--- src/rtl/mem_access_pkg.sv ---
// Shared definitions for the load/store initiator: request size encoding,
// controller states, beat counter type and the beat-plan helpers.
package mem_access_pkg;

  localparam int unsigned BEAT_W = 3;

  localparam logic [1:0] SIZE_WORD = 2'b00;
  localparam logic [1:0] SIZE_BYTE = 2'b01;
  localparam logic [1:0] SIZE_HALF = 2'b10;
  localparam logic [1:0] SIZE_ILL  = 2'b11;

  typedef enum logic [1:0] {
    IDLE,
    ACCESS,
    RESP
  } state_t;

  typedef logic [BEAT_W-1:0] beat_t;

  // Memory writes only whole words or single bytes, so halfword stores and
  // any access the memory cannot take in one piece become byte beats.
  function automatic logic needs_split(input logic [1:0] size, input logic we,
                                       input logic [1:0] addr_lo);
    return ((size == SIZE_WORD) && (addr_lo != 2'b00)) ||
           ((size == SIZE_HALF) && (we || addr_lo[0]));
  endfunction

  function automatic beat_t beat_count(input logic [1:0] size, input logic split);
    beat_t n;
    if (size == SIZE_ILL)       n = beat_t'(0);
    else if (!split)            n = beat_t'(1);
    else if (size == SIZE_WORD) n = beat_t'(4);
    else                        n = beat_t'(2);
    return n;
  endfunction

endpackage

--- src/rtl/mem_access_unit_load_extend.sv ---
// load_extend: sign- or zero-extends assembled load data to 32 bits.
//   size_i     : request size (SIZE_WORD/BYTE/HALF)
//   unsigned_i : 1 zero-extend, 0 sign-extend
//   data_i     : raw data, value LSB-aligned
//   result_o   : extended result (combinational)
module load_extend
  import mem_access_pkg::*;
(
  input  logic [1:0]  size_i,
  input  logic        unsigned_i,
  input  logic [31:0] data_i,
  output logic [31:0] result_o
);

  always_comb begin
    result_o = data_i;
    case (size_i)
      SIZE_BYTE: result_o = {{24{data_i[7] & ~unsigned_i}}, data_i[7:0]};
      SIZE_HALF: result_o = {{16{data_i[15] & ~unsigned_i}}, data_i[15:0]};
      default:   result_o = data_i;
    endcase
  end

endmodule

--- src/rtl/mem_access_unit.sv ---
// mem_access_unit: load/store initiator between CPU datapath and a
// byte-addressed data memory that writes whole words or single bytes.
//   req_*   : valid/ready request (we, size, unsigned, addr, wdata)
//   rsp_*   : one-cycle completion strobe with extended load data / error
//   mem_*   : registered memory command (WE, dataType, A, WD); mem_RD is
//             the memory's combinational read data
module mem_access_unit
  import mem_access_pkg::*;
#(
  parameter int unsigned ADDRESS_WIDTH = 32,
  parameter int unsigned DATA_WIDTH    = 32
) (
  input  logic                     clk,
  input  logic                     rst,
  input  logic                     req_valid,
  output logic                     req_ready,
  input  logic                     req_we,
  input  logic [1:0]               req_size,
  input  logic                     req_unsigned,
  input  logic [ADDRESS_WIDTH-1:0] req_addr,
  input  logic [DATA_WIDTH-1:0]    req_wdata,
  output logic                     rsp_valid,
  output logic [DATA_WIDTH-1:0]    rsp_rdata,
  output logic                     rsp_err,
  output logic                     mem_WE,
  output logic [1:0]               mem_dataType,
  output logic [ADDRESS_WIDTH-1:0] mem_A,
  output logic [DATA_WIDTH-1:0]    mem_WD,
  input  logic [DATA_WIDTH-1:0]    mem_RD
);

  state_t                   state_q, state_d;
  beat_t                    beat_q, beat_d;
  beat_t                    nbeats_q, nbeats_d;
  logic                     split_q, split_d;
  logic                     we_q, we_d;
  logic [1:0]               size_q, size_d;
  logic                     uns_q, uns_d;
  logic [ADDRESS_WIDTH-1:0] addr_q, addr_d;
  logic [DATA_WIDTH-1:0]    wdata_q, wdata_d;
  logic [DATA_WIDTH-1:0]    lanes_q, lanes_d;
  logic                     rsp_valid_q, rsp_valid_d;
  logic [DATA_WIDTH-1:0]    rsp_rdata_q, rsp_rdata_d;
  logic                     rsp_err_q, rsp_err_d;
  logic                     mem_we_q, mem_we_d;
  logic [1:0]               mem_dt_q, mem_dt_d;
  logic [ADDRESS_WIDTH-1:0] mem_a_q, mem_a_d;
  logic [DATA_WIDTH-1:0]    mem_wd_q, mem_wd_d;

  logic [DATA_WIDTH-1:0]    asm_c;
  logic [DATA_WIDTH-1:0]    raw_c;
  logic [DATA_WIDTH-1:0]    ext_c;

  assign req_ready    = (state_q == IDLE) && !rst;
  assign rsp_valid    = rsp_valid_q;
  assign rsp_rdata    = rsp_rdata_q;
  assign rsp_err      = rsp_err_q;
  assign mem_WE       = mem_we_q;
  assign mem_dataType = mem_dt_q;
  assign mem_A        = mem_a_q;
  assign mem_WD       = mem_wd_q;

  // Raw load data: byte beats merge the current beat's byte into its lane,
  // single-beat loads take mem_RD masked to the access width.
  always_comb begin
    asm_c = lanes_q;
    asm_c[{beat_q[1:0], 3'b000} +: 8] = mem_RD[7:0];
    raw_c = mem_RD;
    if (split_q) begin
      raw_c = asm_c;
    end else begin
      case (size_q)
        SIZE_BYTE: raw_c = DATA_WIDTH'(mem_RD[7:0]);
        SIZE_HALF: raw_c = DATA_WIDTH'(mem_RD[15:0]);
        default:   raw_c = mem_RD;
      endcase
    end
  end

  load_extend u_load_extend (
    .size_i     (size_q),
    .unsigned_i (uns_q),
    .data_i     (raw_c),
    .result_o   (ext_c)
  );

  // Next-state and next-output logic; mem_* are derived from the next
  // latched request and beat so they appear registered in each beat cycle.
  always_comb begin
    state_d     = state_q;
    beat_d      = beat_q;
    nbeats_d    = nbeats_q;
    split_d     = split_q;
    we_d        = we_q;
    size_d      = size_q;
    uns_d       = uns_q;
    addr_d      = addr_q;
    wdata_d     = wdata_q;
    lanes_d     = lanes_q;
    rsp_rdata_d = rsp_rdata_q;
    rsp_err_d   = rsp_err_q;
    rsp_valid_d = 1'b0;
    mem_we_d    = 1'b0;
    mem_dt_d    = 2'b00;
    mem_a_d     = '0;
    mem_wd_d    = '0;

    case (state_q)
      IDLE: begin
        if (req_valid) begin
          we_d     = req_we;
          size_d   = req_size;
          uns_d    = req_unsigned;
          addr_d   = req_addr;
          wdata_d  = req_wdata;
          split_d  = needs_split(req_size, req_we, req_addr[1:0]);
          nbeats_d = beat_count(req_size, split_d);
          beat_d   = '0;
          lanes_d  = '0;
          if (req_size == SIZE_ILL) begin
            state_d     = RESP;
            rsp_rdata_d = '0;
            rsp_err_d   = 1'b1;
          end else begin
            state_d = ACCESS;
          end
        end
      end
      ACCESS: begin
        lanes_d = asm_c;
        if (beat_q == beat_t'(nbeats_q - beat_t'(1))) begin
          state_d     = RESP;
          rsp_rdata_d = we_q ? '0 : ext_c;
          rsp_err_d   = 1'b0;
        end else begin
          beat_d = beat_t'(beat_q + beat_t'(1));
        end
      end
      RESP:    state_d = IDLE;
      default: state_d = IDLE;
    endcase

    rsp_valid_d = (state_d == RESP);

    if (state_d == ACCESS) begin
      mem_we_d = we_d;
      if (split_d) begin
        mem_dt_d = SIZE_BYTE;
        mem_a_d  = addr_d + ADDRESS_WIDTH'(beat_d);
        mem_wd_d = DATA_WIDTH'(wdata_d[{beat_d[1:0], 3'b000} +: 8]);
      end else begin
        mem_dt_d = size_d;
        mem_a_d  = addr_d;
        mem_wd_d = wdata_d;
      end
    end
  end

  // State and output registers.
  always_ff @(posedge clk or posedge rst) begin
    if (rst) begin
      state_q     <= IDLE;
      beat_q      <= '0;
      nbeats_q    <= '0;
      split_q     <= 1'b0;
      we_q        <= 1'b0;
      size_q      <= 2'b00;
      uns_q       <= 1'b0;
      addr_q      <= '0;
      wdata_q     <= '0;
      lanes_q     <= '0;
      rsp_valid_q <= 1'b0;
      rsp_rdata_q <= '0;
      rsp_err_q   <= 1'b0;
      mem_we_q    <= 1'b0;
      mem_dt_q    <= 2'b00;
      mem_a_q     <= '0;
      mem_wd_q    <= '0;
    end else begin
      state_q     <= state_d;
      beat_q      <= beat_d;
      nbeats_q    <= nbeats_d;
      split_q     <= split_d;
      we_q        <= we_d;
      size_q      <= size_d;
      uns_q       <= uns_d;
      addr_q      <= addr_d;
      wdata_q     <= wdata_d;
      lanes_q     <= lanes_d;
      rsp_valid_q <= rsp_valid_d;
      rsp_rdata_q <= rsp_rdata_d;
      rsp_err_q   <= rsp_err_d;
      mem_we_q    <= mem_we_d;
      mem_dt_q    <= mem_dt_d;
      mem_a_q     <= mem_a_d;
      mem_wd_q    <= mem_wd_d;
    end
  end

endmodule

--- config.mk ---
export PLATFORM = sky130hd
export DESIGN_NAME = mem_access_unit
export DESIGN_NICKNAME = d
export VERILOG_FILES = /design/src/rtl/mem_access_pkg.sv /design/src/rtl/mem_access_unit_load_extend.sv /design/src/rtl/mem_access_unit.sv
export SDC_FILE = /design/constraint.sdc
export NUM_CORES = 1
export LEC_CHECK = 0
export ABC_CLOCK_PERIOD_IN_PS = 7800
export CORE_MARGIN = 2
export CORE_UTILIZATION = 40
export CTS_BUF_LIST = sky130_fd_sc_hd__clkbuf_16
export DETAILED_ROUTE_END_ITERATION = 8
export GPL_ROUTABILITY_DRIVEN = 0
export PLACE_DENSITY = 0.77
export SLEW_MARGIN = 10
export SYNTH_ARGS = -nofsm -noshare
export SYNTH_HDL_FRONTEND = slang
export SYNTH_SLANG_ARGS = --single-unit
--- constraint.sdc ---
create_clock -name clk -period 7.8 [get_ports clk]
set_clock_uncertainty 0.2 [all_clocks]
set_input_delay 1.17 -clock clk [delete_from_list [all_inputs] [get_ports clk]]
set_output_delay 1.17 -clock clk [all_outputs]
set_load 0.1 [all_outputs]
==> impl_metrics.ini <==
[status]
run_status = complete, no violations

[power]
power_density_of_the_placed_cells_nw_per_um2 = 476
worst_ir_drop_vdd_mv = 0.272
p_switching_uw = 3060
p_int_uw = 3020
power.combinational.fraction_pct = 54.2
total_leakage_power_uw = 0.00581
share_clk_of_total_power_pct = 18.0
totalPowerFinal_uw = 6070
p_seq_share_pct = 27.8
power_switching_share_pct = 50.4

[timing]
max_clock_freq_mhz = 203
slew_headroom_pct = 25.0
hold-worst-slack_ps = 276
post-route-worst-setup-slack_ps = 2880
finalCriticalPeriod_ps = 4920
slew_worst_pin_ps = 1120
timing.final.setup_violations = 0
report.final.slew_viol_count = 0
min_period_over_period_pct = 63.1
grt_setup_unrepaired = no
totalNegativeSetupSlack_ps = 0
timing_hold_violations_final = 0

[cts]
clkSinkCount = 210
htreeDepth = 1
cts.clk_slew.worst_paths_ps = 60
clock_tree.root_cell = clkbuf_16
cts-buffers-inserted = 24
cts_hold_repair.buffers = 0
cts.path.max_buffers = 3
cts_setup_buffers = 0
clk-insertion-delay-late_ps = 520
post_cts_resize_count = 0
tritoncts_clock_tree = yes

[routing]
dr.first_iter.drc_count = 584
dr_vias = 8218
drc = 0
firstDrtPassIters = 5
wl_per_cell_um = 18.9
wl_um = 28100
route.detailed.vias_per_inst = 5.55
detail-route-antenna-nets = 0

[synth]
post_synth_inst_count = 969
synth-seq-area-share_pct = 53.8
synth_top_cells_by_area = dfrtp_1 (54%), nand2_1 (7.5%), mux2i_1 (3.9%), a22o_1 (3.0%), nor2_1 (2.1%)
synth_top_area_share_pct = 53.8
flop_and_latch_count_out_of_synthesis = 210
yosys_warnings = 0
synth_edf_count = 0
syn_avg_cell_area_um2 = 10.1
mappedNetlistArea_um2 = 9770
synth-async-reset-ratio_pct = 100
ys.flop_type = dfrtp_1
yosysUniqueCellTypes = 70
synth.net_count = 1085
synth_largest_area_cell = dfrtp_1

[hold_path]
hold_path_class = reg2reg

[worst_setup_path]
required_time_at_the_worst_slack_endpoint_ps = 8040
cp_launch_type = primary input
endpoint_kind = flip-flop
reg2reg_setup_slack_ps = 2990
crit_path_end = mem_A[13]
kind_of_critical_path = in2reg
regToRegStartpoint = nbeats_q[0]
cp_data_arrival_time_ps = 5160
critical_path.max_fanout = 17
worstRegToRegCells = 12
setup.worst_path.start = req_valid
reg2reg_to = mem_A[13]

[layout]
final_common_cell = dfrtp_1
layout_common_cells = dfrtp_1 (210), clkdlybuf4s50_1 (204), nand2_1 (194), nor2_1 (54), mux2i_1 (38)
post_route_cells_drive_above_1_share_pct = 6.04
insertedDiodeCount = 0
areaGrowthSynthToFinish_pct = 30.8
nets_finish = 1257

[global_route]
first_pass_grt_wire_length_um = 44800
globalRoute.totalOverflow = 0
first_global_vias = 8151
grt.total_usage_pct = 21.6
grt_max_degree = 150
antenna_found_initial = 0

[floorplan]
io_count = 205
die_w_um = 160
initial_core_util_pct = 40.4
chipHeight_um = 160
core_area_um2 = 24200
core.rowCount = 57
fp.dieArea_um2 = 25700

[place]
io_buffers = 204
place_ws_ps = 2370
detailed_place_hpwl_um = 19200

[flow_run]
maxCapViolCount = 0
## power by group through the flow
stage	combinational, uW	sequential [uW]	clock [uW]
floorplan	1450	2710	0
global placement	3230	1700	0
detailed placement	3300	1700	0
CTS	3310	1690	1110
global route	3540	1730	1150
finish	3290	1690	1090
## worst min-delay path by stage
stage	slack [ps]	startpoint	cells after the start	end
floorplan	250	wdata_q[16]	2	wdata_q[16]
global placement	250	rsp_rdata[5]	2	rsp_rdata[5]
detailed placement	270	rsp_err	1	rsp_err
CTS	280	rsp_err	1	rsp_err
global route	310	rsp_rdata[5]	2	rsp_rdata[5]
finish	280	rsp_rdata[3]	2	rsp_rdata[3]
## cell type report
type                       count  area [um^2]
sequential                   210         5260
tap                          324          405
clock inverter                19          156
inverter                      34          135
clock buffer                  24          601
fill                        2156        11400
timing repair buffer         214         2120
multi-input combinational    657         4100
## worst max-delay path: stages
cell and delay [ps]:
clkdlybuf4s50_1 550, or3b_2 490, nand2_1 270, o21a_1 680, inv_1 230, ha_1 330
a21o_1 100, a21o_1 140, o21ai_1 370, or4_1 640, a21oi_1 170
## layer usage
| metal | GRT usage, % | up-vias | wire length (um) |
|---|---|---|---|
| met3 | 3.61 | 52 | 1780 |
| met1 | 29.5 | 4038 | 12000 |
| li1 | - | 3819 | - |
| met5 | 0 | - | 0 |
| met2 | 35.7 | 309 | 13500 |
| met4 | 5.94 | 0 | 794 |
## sequential cells by signal (all words and copies together), names as in the netlist, 3 cells and up
| register | cells |
|---|---|
| addr_q | 32 |
| lanes_q | 32 |
| mem_A | 32 |
| mem_WD | 32 |
| rsp_rdata | 32 |
| wdata_q | 32 |
| beat_q | 3 |
| nbeats_q | 3 |
## kinds of logic (layout without fill, tap and decap cells)
group                    count (synthesis)  count (layout)  share of synthesized area, %
flip-flops                             210             210                          53.8
buffers and inverters                  102             291                          4.24
multiplexers                            46              46                          4.82
AO/OA/AOI/OAI                          220             220                          16.8
adder cells (fa/ha/maj)                 13              13                          1.74
XOR/XNOR                                 5               5                         0.602
AND/OR/NAND/NOR                        373             373                          18.0
## cell usage after synthesis, drive strengths merged (3+ instances only)
cell	instances
a211oi	3
a21o	8
a21oi	26
a221oi	23
a22o	33
a22oi	9
a31oi	4
a32o	16
and2	6
and3	29
and4	3
buf	30
clkbuf	38
dfrtp	210
ha	12
inv	32
mux2	8
mux2i	38
nand2	194
nand2b	12
nand3	17
nand4	12
nor2	54
nor3	15
nor4	13
o211ai	25
o21a	3
o21ai	39
o31ai	5
o41ai	4
or4	5
xnor2	4
## metrics by stage
| step | instance area (um^2) | utilization [%] | instances |
|---|---|---|---|
| 2_1_floorplan | 9770 | - | 969 |
| 3_3_place_gp | 12000 | 49.7 | 1439 |
| 3_5_place_dp | 12000 | 49.7 | 1439 |
| 4_1_cts | 12800 | 52.8 | 1482 |
| 5_1_grt | 12800 | 52.8 | 1482 |
| 6_report | 12800 | 52.8 | 1482 |
Note: power is estimated with default switching activity, not from simulation.
